`src/rtl/clk_aux_pkg.sv`:
```
// Shared types and constants for the auxiliary 27 MHz clock sequencer.
// The led_state encoding is what the board shows on LEDR2/LEDR3.
package clk_aux_pkg;

  typedef enum logic [2:0] {
    IDLE      = 3'd0,
    ENABLING  = 3'd1,
    ACTIVE    = 3'd2,
    DISABLING = 3'd3,
    FAULT     = 3'd4
  } state_t;

  // FAULT deliberately shares the DISABLING code; the fault output tells them apart.
  localparam logic [1:0] LED_IDLE      = 2'd0;
  localparam logic [1:0] LED_ENABLING  = 2'd1;
  localparam logic [1:0] LED_ACTIVE    = 2'd2;
  localparam logic [1:0] LED_DISABLING = 2'd3;
  localparam logic [1:0] LED_FAULT     = 2'd3;

  localparam int DEF_DEB_CYCLES    = 16;
  localparam int DEF_SETTLE_CYCLES = 8;
  localparam int DEF_DRAIN_CYCLES  = 4;
  localparam int DEF_WDOG_CYCLES   = 64;

  function automatic int max2(input int a, input int b);
    return (a > b) ? a : b;
  endfunction

endpackage

```
`src/rtl/clk_aux_ctrl_sw_debounce.sv`:
```
// Two-flop synchronizer plus stability counter for a bouncy board switch.
// A new level is accepted on the DEB_CYCLES-th consecutive edge it differs from db.
module sw_debounce
  import clk_aux_pkg::*;
#(
  parameter int DEB_CYCLES = DEF_DEB_CYCLES
) (
  input  logic CLK,
  input  logic NRST,
  input  logic raw,
  output logic db
);

  localparam int CW = $clog2(DEB_CYCLES + 1);

  if (DEB_CYCLES <= 0) begin : g_bad_params
    $error("sw_debounce: DEB_CYCLES must be nonzero");
  end

  logic [1:0]    sync;
  logic [CW-1:0] cnt;

  always_ff @(posedge CLK or negedge NRST) begin
    if (!NRST) begin
      sync <= '0;
      cnt  <= '0;
      db   <= 1'b0;
    end else begin
      sync <= {sync[0], raw};
      if (sync[1] == db) begin
        cnt <= '0;
      end else if (cnt == CW'(DEB_CYCLES - 1)) begin
        db  <= sync[1];
        cnt <= '0;
      end else begin
        cnt <= cnt + CW'(1);
      end
    end
  end

endmodule

```
`src/rtl/clk_aux_ctrl.sv`:
```
// Sequencer for the auxiliary clock: debounced request, settle/drain phases,
// and a heartbeat watchdog that latches a fault while the clock is selected.
module clk_aux_ctrl
  import clk_aux_pkg::*;
#(
  parameter int DEB_CYCLES    = DEF_DEB_CYCLES,
  parameter int SETTLE_CYCLES = DEF_SETTLE_CYCLES,
  parameter int DRAIN_CYCLES  = DEF_DRAIN_CYCLES,
  parameter int WDOG_CYCLES   = DEF_WDOG_CYCLES
) (
  input  logic       CLK,
  input  logic       NRST,
  input  logic       sw_req,
  input  logic       aux_toggle,
  output logic       sel_clk_aux,
  output logic       aux_ready,
  output logic       fault,
  output logic [1:0] led_state
);

  localparam int PMAX = max2(SETTLE_CYCLES, DRAIN_CYCLES);
  localparam int PW   = $clog2(PMAX + 1);
  localparam int WW   = $clog2(WDOG_CYCLES + 1);

  if (SETTLE_CYCLES <= 0 || DRAIN_CYCLES <= 0 || WDOG_CYCLES <= 0) begin : g_bad_params
    $error("clk_aux_ctrl: SETTLE_CYCLES, DRAIN_CYCLES and WDOG_CYCLES must be nonzero");
  end

  logic sw_db;

  sw_debounce #(.DEB_CYCLES(DEB_CYCLES)) u_sw_debounce (
    .CLK  (CLK),
    .NRST (NRST),
    .raw  (sw_req),
    .db   (sw_db)
  );

  // Heartbeat: any change of the synchronized toggle level is one beat.
  logic [1:0] tog_sync;
  logic       tog_prev;
  logic       hb;

  always_ff @(posedge CLK or negedge NRST) begin
    if (!NRST) begin
      tog_sync <= '0;
      tog_prev <= 1'b0;
    end else begin
      tog_sync <= {tog_sync[0], aux_toggle};
      tog_prev <= tog_sync[1];
    end
  end

  assign hb = tog_sync[1] ^ tog_prev;

  state_t        state, state_next;
  logic [PW-1:0] phase;
  logic [WW-1:0] wdog;

  always_ff @(posedge CLK or negedge NRST) begin
    if (!NRST) begin
      state <= IDLE;
      phase <= '0;
      wdog  <= '0;
    end else begin
      state <= state_next;
      if (state_next != state) begin
        phase <= '0;
      end else if (phase < PW'(PMAX)) begin
        phase <= phase + PW'(1);
      end
      // Held at zero outside ACTIVE, so it is already clear on entry.
      if (state != ACTIVE || hb) begin
        wdog <= '0;
      end else if (wdog != WW'(WDOG_CYCLES)) begin
        wdog <= wdog + WW'(1);
      end
    end
  end

  always_comb begin
    state_next = state;
    case (state)
      IDLE: begin
        if (sw_db) state_next = ENABLING;
      end
      ENABLING: begin
        if (!sw_db)                                state_next = DISABLING;
        else if (phase == PW'(SETTLE_CYCLES - 1)) state_next = ACTIVE;
      end
      ACTIVE: begin
        // A withdrawn request wins over a simultaneous watchdog expiry.
        if (!sw_db)                                   state_next = DISABLING;
        else if (!hb && wdog == WW'(WDOG_CYCLES))     state_next = FAULT;
      end
      DISABLING: begin
        if (phase == PW'(DRAIN_CYCLES - 1)) state_next = IDLE;
      end
      FAULT: begin
        if (!sw_db) state_next = IDLE;
      end
      default: state_next = IDLE;
    endcase
  end

  always_comb begin
    sel_clk_aux = 1'b0;
    aux_ready   = 1'b0;
    fault       = 1'b0;
    led_state   = LED_IDLE;
    case (state)
      ENABLING: begin
        sel_clk_aux = 1'b1;
        led_state   = LED_ENABLING;
      end
      ACTIVE: begin
        sel_clk_aux = 1'b1;
        aux_ready   = 1'b1;
        led_state   = LED_ACTIVE;
      end
      DISABLING: begin
        sel_clk_aux = 1'b1;
        led_state   = LED_DISABLING;
      end
      FAULT: begin
        fault     = 1'b1;
        led_state = LED_FAULT;
      end
      default: ;
    endcase
  end

endmodule

```
`config.mk`:
```
export PLATFORM = sky130hd
export DESIGN_NAME = clk_aux_ctrl
export DESIGN_NICKNAME = d
export VERILOG_FILES = /design/src/rtl/clk_aux_pkg.sv /design/src/rtl/clk_aux_ctrl_sw_debounce.sv /design/src/rtl/clk_aux_ctrl.sv
export SDC_FILE = /design/constraint.sdc
export NUM_CORES = 1
export LEC_CHECK = 0
export CORE_MARGIN = 5
export CORE_UTILIZATION = 45
export DETAILED_ROUTE_END_ITERATION = 8
export GPL_TIMING_DRIVEN = 0
export PLACE_DENSITY = 0.73
export SKIP_LAST_GASP = 1
export SYNTH_ARGS = -nofsm -noshare
export SYNTH_HDL_FRONTEND = slang
export SYNTH_SLANG_ARGS = --single-unit
```
`constraint.sdc`:
```
create_clock -name CLK -period 2 [get_ports CLK]
set_input_delay 0.3 -clock CLK [delete_from_list [all_inputs] [get_ports CLK]]
set_output_delay 0.3 -clock CLK [all_outputs]
set_load 0.01 [all_outputs]
```
# == After elaboration in Yosys (flattened, before gate mapping) ==
# Index checks and enable logic that the tools add are counted.
# classes
reduce_logical,9
bitwise,2
magnitude_cmp,1
mux,18
eq_ne,12
add_sub_neg,3
# ops
cell,count
3-bit two-way mux,7
3-bit one-hot mux with 5 select lines,1
7-bit two-way mux,2
5-bit two-way mux,2
4-bit two-way mux,2
"7-bit by 1-bit adder with 7-bit output, second input constant",1
"7-bit == test, second input constant",1
"7-bit != test, second input constant",1
"3-bit by 2-bit == test with 1-bit output, second input constant",2
2-bit one-hot mux with 3 select lines,1
"5-bit by 1-bit adder with 5-bit output, second input constant",1
"5-bit by 4-bit == test with 1-bit output, second input constant",1
"4-bit by 1-bit adder with 4-bit output, second input constant",1
"4-bit by 2-bit == test with 1-bit output, second input constant",1
"4-bit by 3-bit == test with 1-bit output, second input constant",1
"4-bit less-than comparator, second input constant",1
2-bit nonzero test,2
"3-bit by 1-bit == test with 1-bit output, second input constant",1
"3-bit == test, second input constant",1
3-bit zero test,1
1-bit two-way mux,3
"3-bit by 2-bit != test with 1-bit output, second input constant",1
3-bit != test,1
3-bit OR reduction,1
8 further kinds,8
# totals
input_bits,4
output_inout_bits,5
reg_bits,25
elab_cells,53

# == Depth between registers and ports, before layout ==
# Gate-level depths: netlist of run 1.
# logic_depth
ltp_word,8
depth_mapped,6
mapped_depth_nobuf,6

# == Modules after synthesis ==
# A second synthesis of run 1 with hierarchy kept.
# unflattened
cells_unflattened,121
area_unflattened_um2,1295.0
# modules_own_cells
module,instances,area_each_um2,cells_each,seq_area_each_um2
clk_aux_ctrl,1,991.0,98,425.4
sw_debounce,1,304.0,23,200.2

# == Least setup slack after synthesis of run 1 ==
# Ideal clock, no wire load.
# synth_timing
path_kind,register to register
from,register phase[0]
to,register phase[0]
arrival_time_ns,1.432
required_time_ns,1.863
n_path_buf,0
period_less_slack_ns,1.569
setup_time_ns,0.137
setup_slack_ns,0.431
path_stages_with_launch,6
path_cell_list,dfrtp_1 -> ha_1 -> nand3b_1 -> a211o_1 -> a2111oi_4 -> nor3_1
# synth_between
elab_chain_cells,6
elab_cells_between_ends,12
cone_classes,add/sub (1); order compare (1); eq/ne (3); mux (6); reduce/logical (1)
# synth_lines
element,line_no,rtl
"start, declared",clk_aux_ctrl.sv:56,logic [PW-1:0] phase;
"start signal, assigned",clk_aux_ctrl.sv:69,phase <= phase + PW'(1);
4-bit by 3-bit == test with 1-bit output,clk_aux_ctrl.sv:88,else if (phase == PW'(SETTLE_CYCLES - 1)) state_next = ACTIVE;
3-bit two-way mux,clk_aux_ctrl.sv:88,
3-bit two-way mux,clk_aux_ctrl.sv:87,if (!sw_db) state_next = DISABLING;
3-bit one-hot mux with 5 select lines,clk_aux_ctrl.sv:82,case (state)
3-bit != test,clk_aux_ctrl.sv:66,if (state_next != state) begin
4-bit two-way mux or 2-bit nonzero test (tied branches),-,
# Parallel ways exist; a longest one is shown, timed or not. The select of a mux whose other input is x is not followed.
# A chain may end at the register's enable or synchronous reset.

# == Worst setup path after layout of run 1 ==
# layout_timing
from,register state[0]
to,output sel_clk_aux
# layout_between
elab_chain_cells,3
elab_cells_between_ends,5
cone_classes,eq/ne (3); mux (1); reduce/logical (1)
# layout_lines
element,line_no,rtl
"start, declared",clk_aux_ctrl.sv:55,"state_t state, state_next;"
"start signal, assigned",clk_aux_ctrl.sv:65,state <= state_next;
3-bit by 2-bit == test with 1-bit output or 3-bit by 1-bit == test with 1-bit output (tied branches),clk_aux_ctrl.sv:110,case (state)
3-bit OR reduction (no source line) *,-,
1-bit two-way mux *,clk_aux_ctrl.sv:110,
"end, declared",clk_aux_ctrl.sv:15,"output logic sel_clk_aux,"
# Every way passes the cells marked *; elsewhere a longest branch is shown, timed or not.

==> results of run 1 <==
==> cells in the mapped netlist, drive strengths merged (2+ instances only) <==
library cell	count
and2	4
inv	5
and2b	3
dfrtp	25
and3	4
nor2	14
xor2	6
nand3b	2
nand3	5
a21oi	3
buf	3
xnor2	5
nand2b	3
nand2	5
ha	4
o21ai	3
nor3	6
==> state kept, by name, indices dropped and copies added, names as in the netlist <==
register	count
phase	4
state	3
tog_prev	1
tog_sync	2
u_sw_debounce.cnt	5
u_sw_debounce.db	1
u_sw_debounce.sync	2
wdog	7
==> layer usage <==
metal  up-vias  routed length (um)  GRT usage
met5         -                   0          0
met4         0                  11     0.0390
met3         2                  50     0.0160
met2         7                 947      0.176
met1       419                1060      0.162
li1        431                   -          -
==> layout by cell type, fill, tap and decap left out, types with 2 or more instances in the layout <==
master	netlist	layout
dfrtp_1	25	24
dlygate4sd2_1	0	2
clkbuf_4	0	3
nand3_1	5	5
nor2_1	14	13
xnor2_1	5	5
o21ai_1	2	2
nand2b_1	3	3
and3_1	3	3
nand2_1	5	5
dlymetal6s2s_1	0	2
and2b_1	2	2
a21oi_1	3	3
nand3b_1	2	2
xor2_1	6	6
buf_4	2	2
ha_1	4	4
clkdlybuf4s50_1	0	4
inv_1	5	5
nor3_1	5	5
and2_1	4	4
==> logic make-up (layout without fill, tap and decap cells) <==
logic type / Yosys count / in the layout / share of synthesized area
and+or+nand+nor: 53 / 53 / 0.247
DFF: 25 / 25 / 0.486
adders and majority gates: 4 / 4 / 0.0389
AOI/OAI and AO/OA: 15 / 15 / 0.106
buffers and inverters: 8 / 20 / 0.0302
xor gates and xnor gates: 11 / 11 / 0.0749
muxes: 2 / 2 / 0.0165
==> what timing repair did <==
item	4_1_cts	5_1_grt
gates cloned	0	0
pin swaps	0	0
resized for setup	3	4
setup endpoints to repair	4	2
==> power breakdown <==
group	switching [uW]	internal [uW]	leakage [uW]
clock network	140	74.6	0.0000177
registers	68.9	567	0.000322
logic	219	219	0.000337
total	428	861	0.000677
==> worst paths after layout <==
path | endpoint | slack, ns
max | sel_clk_aux | 0.19
min | tog_sync[1]$_DFF_PN0_ | 0.37
max reg2reg | phase[0]$_DFFE_PN0P_ | 0.27
min reg2reg | tog_sync[1]$_DFF_PN0_ | 0.37
max in group asynchronous | state[1]$_DFF_PN0_ | 0.74
min in group asynchronous | wdog[2]$_DFFE_PN0P_ | 0.55
==> metrics by stage <==
stage | utilization | hold slack (ns)
global placement | 0.510 | 0.335
CTS | 0.520 | 0.378
finish | 0.524 | 0.372
floorplan | - | 0.00441
detailed placement | 0.510 | 0.348
global route | 0.524 | 0.387
==> final cells by class <==
type | instances | area share
buffer | 3 | 0.0139
clock buffer | 3 | 0.0156
clock inverter | 1 | 0.00347
inverter | 5 | 0.0130
multi-input combinational | 85 | 0.436
sequential | 25 | 0.434
tap | 31 | 0.0269
timing repair buffer | 8 | 0.0572
==> results.yml, run 1 <==
synthesis:
  yosys-top-cells-area: "dfrtp_1 49%, nor2_1 4.1%, xor2_1 4.1%"
  yosysSeqAreaShare: 0.486
  yosys_warnings: 0
  ys_async_sr_fraction: 1.00
  netlist.area_leader.share: 0.486
  synth_cells: 118
  synth_ff_type: "dfrtp_1"
  syn-num-nets: 126
  synth_edf_count: 0
  yosysUniqueCellTypes: 40
  synth_seq_cells: 25
  netlist_area_sq_um: 1290
  yosysTopAreaCell: "dfrtp_1"
  avgSynthCellArea_sq_um: 10.9
worst_setup_path:
  crit_family: "buffers and inverters"
  worstPathCellList: "buf_4 -> nor2_4 -> nor2_1 -> clkdlybuf4s50_1"
  crit_path_top_delay_cell: "clkdlybuf4s50_1"
  worstRegToRegCells: 5
  crit_cells: 4
  cp.required_ns: 1.70
  end_kind: "primary output"
  arrival_ns: 1.51
  cp-startpoint: "state[0]$_DFF_PN0_"
  crit_path_max_fanout: 10
  critPathMaxStageDelay_ns: 0.53
  worstSetupStartpointType: "register"
  path_class: "register to primary output"
  r2r-start: "phase[0]$_DFFE_PN0P_"
  worst-path-buf-inv: 2
cts:
  cts_root_buffer: "clkbuf_4"
  clock_sinks: 25
  clk_latency_ns: 0.31
  cts_tree: "built"
  cts_buffers: 3
  ctsHoldBuffers: 0
  clk_path_buf_depth: 2
  h-tree-depth: 1
  cts_setup_buffers: 0
  clk_pin_slew_ns: 0.13
power_and_ir_drop:
  power-per-cell-area_nw_per_um2: 893
  vdd_drop_max_v: 0.000648
  p_leak_uw: 0.000677
  p_total_uw: 1290
run:
  maxCapViolations: 0
hold_path:
  hp-start: "tog_sync[0]$_DFF_PN0_"
  hold_class: "register to register"
  min_path_cells: 0
detailed_routing:
  wire_per_inst_um: 12.8
  antenna_left: 0
  drc: 0
  first_pass_iters: 4
  vias: 859
  vias_per_cell: 5.34
  drtIter0Drc: 40
  routed_wl_mm: 2.07
floorplan:
  start_util: 0.466
  coreArea_sq_um: 2760
  ios: 9
  dieArea_sq_um: 4030
  fp.dieH_um: 63.5
  num_rows: 19
  die_w_um: 63.5
layout:
  multiInputGateArea_sq_um: 629
  fin_cells: 161
  fillers: 255
  design_area_sq_um: 1440
  register_area_sq_um: 627
  area_growth_pct: 12.3
  final_nets: 139
  drive_gt1_frac: 0.154
  antenna_cells: 0
timing:
  setup_violations: 0
  fin_crit_sh: 0.905
  min_period_ns: 1.81
  setup-tns-final_ns: 0
  rsz0062_at_grt: "false"
  final_max_slew_viol_count: 0
  slew_headroom: 0.289
  hold_viol_final: 0
  fin_worst_skew_ns: 0.00536
  worstMarginPinSlew_ns: 1.06
  fmax_mhz: 552
  worst_slack_ns: 0.189
global_routing:
  antenna_found_initial: 0
  grt_max_degree: 26
  grt_overflow_total: 0
  grt_pass1_wl_mm: 3.80
  grt_pass1_vias: 876
  groute.usage.overall: 0.114
outcome:
  status: "finished clean"
place:
  dp.cells: 157
  place_ws_ns: 0.178
  placed_area_sq_um: 1410
  dp_hpwl_mm: 1.59
  routabilityCongestion: 0.854
  port_buffers: 8
Note: power is estimated with default switching activity, not from simulation.
==> inputs of run 2 (changes only) <==
Settings changed: CORE_ASPECT_RATIO set to 1.75, CORE_MARGIN 5 to 3.
==> run 2 against run 1 <==
Effect of this change:
- clock power increased by 38%
- register-to-register slack got worse by 0.02 ns
- largest cell class unchanged
- via count increased by 4.4%
- critical path depth decreased by 1
==> results.yml, run 2 (same netlist as run 1, synthesis figures left out) <==
global_routing:
  grt_overflow_total: 0
  grt_pass1_wl_mm: 3.94
  groute.usage.overall: 0.146
  antenna_found_initial: 0
  grt_pass1_vias: 904
  grt_max_degree: 26
layout:
  top_regs: "wdog x7, u_sw_debounce.cnt x5, phase x4"
  area_growth_pct: 13.9
  drive_gt1_frac: 0.154
  regMostFlops: "wdog"
  fin_util: 0.538
  largest_reg_flops: 7
  mostFrequentLayoutCell: "dfrtp_1"
  fillers: 248
  final_nets: 139
  antenna_cells: 0
  final_cell_mix: "25 x dfrtp_1, 13 x nor2_1, 6 x xor2_1"
detailed_routing:
  drtIter0Drc: 4
  wire_per_inst_um: 14.0
  first_pass_iters: 4
  drc: 0
  vias_per_cell: 5.71
  vias: 897
  antenna_left: 0
  routed_wl_mm: 2.20
worst_setup_path:
  cp-startpoint: "state[1]$_DFF_PN0_"
  cp.required_ns: 1.70
  r2r-start: "phase[0]$_DFFE_PN0P_"
  path_class: "register to primary output"
  arrival_ns: 1.50
  crit_path_top_delay_cell: "clkdlybuf4s50_1"
  crit_family: "buffers and inverters"
  end_kind: "primary output"
  worstPathCellList: "nor2_4 -> nor2_1 -> clkdlybuf4s50_1"
  crit_path_max_fanout: 9
  critPathMaxStageDelay_ns: 0.54
  worstSetupStartpointType: "register"
  worst-path-buf-inv: 1
  regToRegSetupSlack_ns: 0.25
cts:
  clk_pin_slew_ns: 0.08
  clk_latency_ns: 0.27
  cts_root_buffer: "clkbuf_8"
  clk_path_buf_depth: 2
  h-tree-depth: 1
  cts_tree: "built"
  ctsHoldBuffers: 0
  clock_sinks: 25
  cts_buffers: 3
timing:
  min_period_ns: 1.80
  slew_headroom: 0.277
  rsz0062_at_grt: "false"
  fin_crit_sh: 0.898
  setup-tns-final_ns: 0
  final_max_slew_viol_count: 0
  hold_viol_final: 0
  worstMarginPinSlew_ns: 1.08
  fin_worst_skew_ns: 0.00201
  fmax_mhz: 557
  setup_violations: 0
floorplan:
  num_rows: 25
  fp.dieH_um: 76.7
  ios: 9
  start_util: 0.473
  dieArea_sq_um: 3560
  coreArea_sq_um: 2720
  die_w_um: 46.4
place:
  dp_hpwl_mm: 1.67
  port_buffers: 8
  routabilityCongestion: 0.787
power_and_ir_drop:
  power-per-cell-area_nw_per_um2: 947
  p_leak_uw: 0.000694
  vdd_drop_max_v: 0.000464
hold_path:
  hp-start: "tog_sync[0]$_DFF_PN0_"
  hold_class: "register to register"
outcome:
  status: "finished clean"
run:
  maxCapViolations: 0
## run 2: where the power goes
part / internal [uW] / switching (uW) / leakage, uW
clock network: 141 / 156 / 0.0000217
logic: 223 / 236 / 0.000350
registers: 566 / 65.5 / 0.000323
## run 2: area by class of cell
type,instances,area (sq um),share of cell area
multi-input combinational,85,632,0.431
sequential,25,626,0.427
timing repair buffer,8,86.3,0.0589
clock buffer,3,41.3,0.0282
tap,27,33.8,0.0231
buffer,3,20.0,0.0137
inverter,5,18.8,0.0128
clock inverter,1,7.51,0.00512
## run 2: worst reg2reg max path: stages, from the launching register on
cell and delay (ns):
dfrtp_1 0.39, ha_1 0.20, nand3b_1 0.10, a211o_1 0.36
a2111oi_4 0.46, nor3_1 0.11
## run 2: repair_timing
item / 4_1_cts / 5_1_grt
resized for setup: 2 / 5
cloned: 0 / 0
setup buffers: 0 / 0
endpoints found under the setup margin: 3 / 3
## run 2: worst paths after layout
kind                                                       end  depth (start not counted)
worst max-delay path                               sel_clk_aux                          3
worst min-delay path                     tog_sync[1]$_DFF_PN0_                          0
worst max register to register            phase[1]$_DFFE_PN0P_                          5
worst min register to register           tog_sync[1]$_DFF_PN0_                          0
max in group asynchronous                   state[1]$_DFF_PN0_                          1
min in group asynchronous       u_sw_debounce.cnt[0]$_DFF_PN0_                          1
## run 2: metrics by stage
stage | instances | hold slack (ns) | setup WS (ns) | area (sq um) | power, uW
final | 157 | 0.360 | 0.204 | 1470 | 1390
after global routing | 157 | 0.393 | 0.124 | 1470 | 1500
after CTS | 157 | 0.369 | 0.000759 | 1450 | 1400
after detailed placement | 153 | 0.343 | 0.177 | 1400 | 1100
after global placement | 153 | 0.333 | 0.222 | 1400 | 1080
after floorplan | 118 | 0.00441 | 0.431 | 1290 | 968
## run 2: per-layer routing
layer / wire, um / GRT usage / vias up
li1: - / - / 432
met1: 877 / 0.180 / 442
met2: 1200 / 0.232 / 16
met3: 53 / 0.0235 / 7
met4: 74 / 0.0769 / 0
met5: 0 / 0 / -
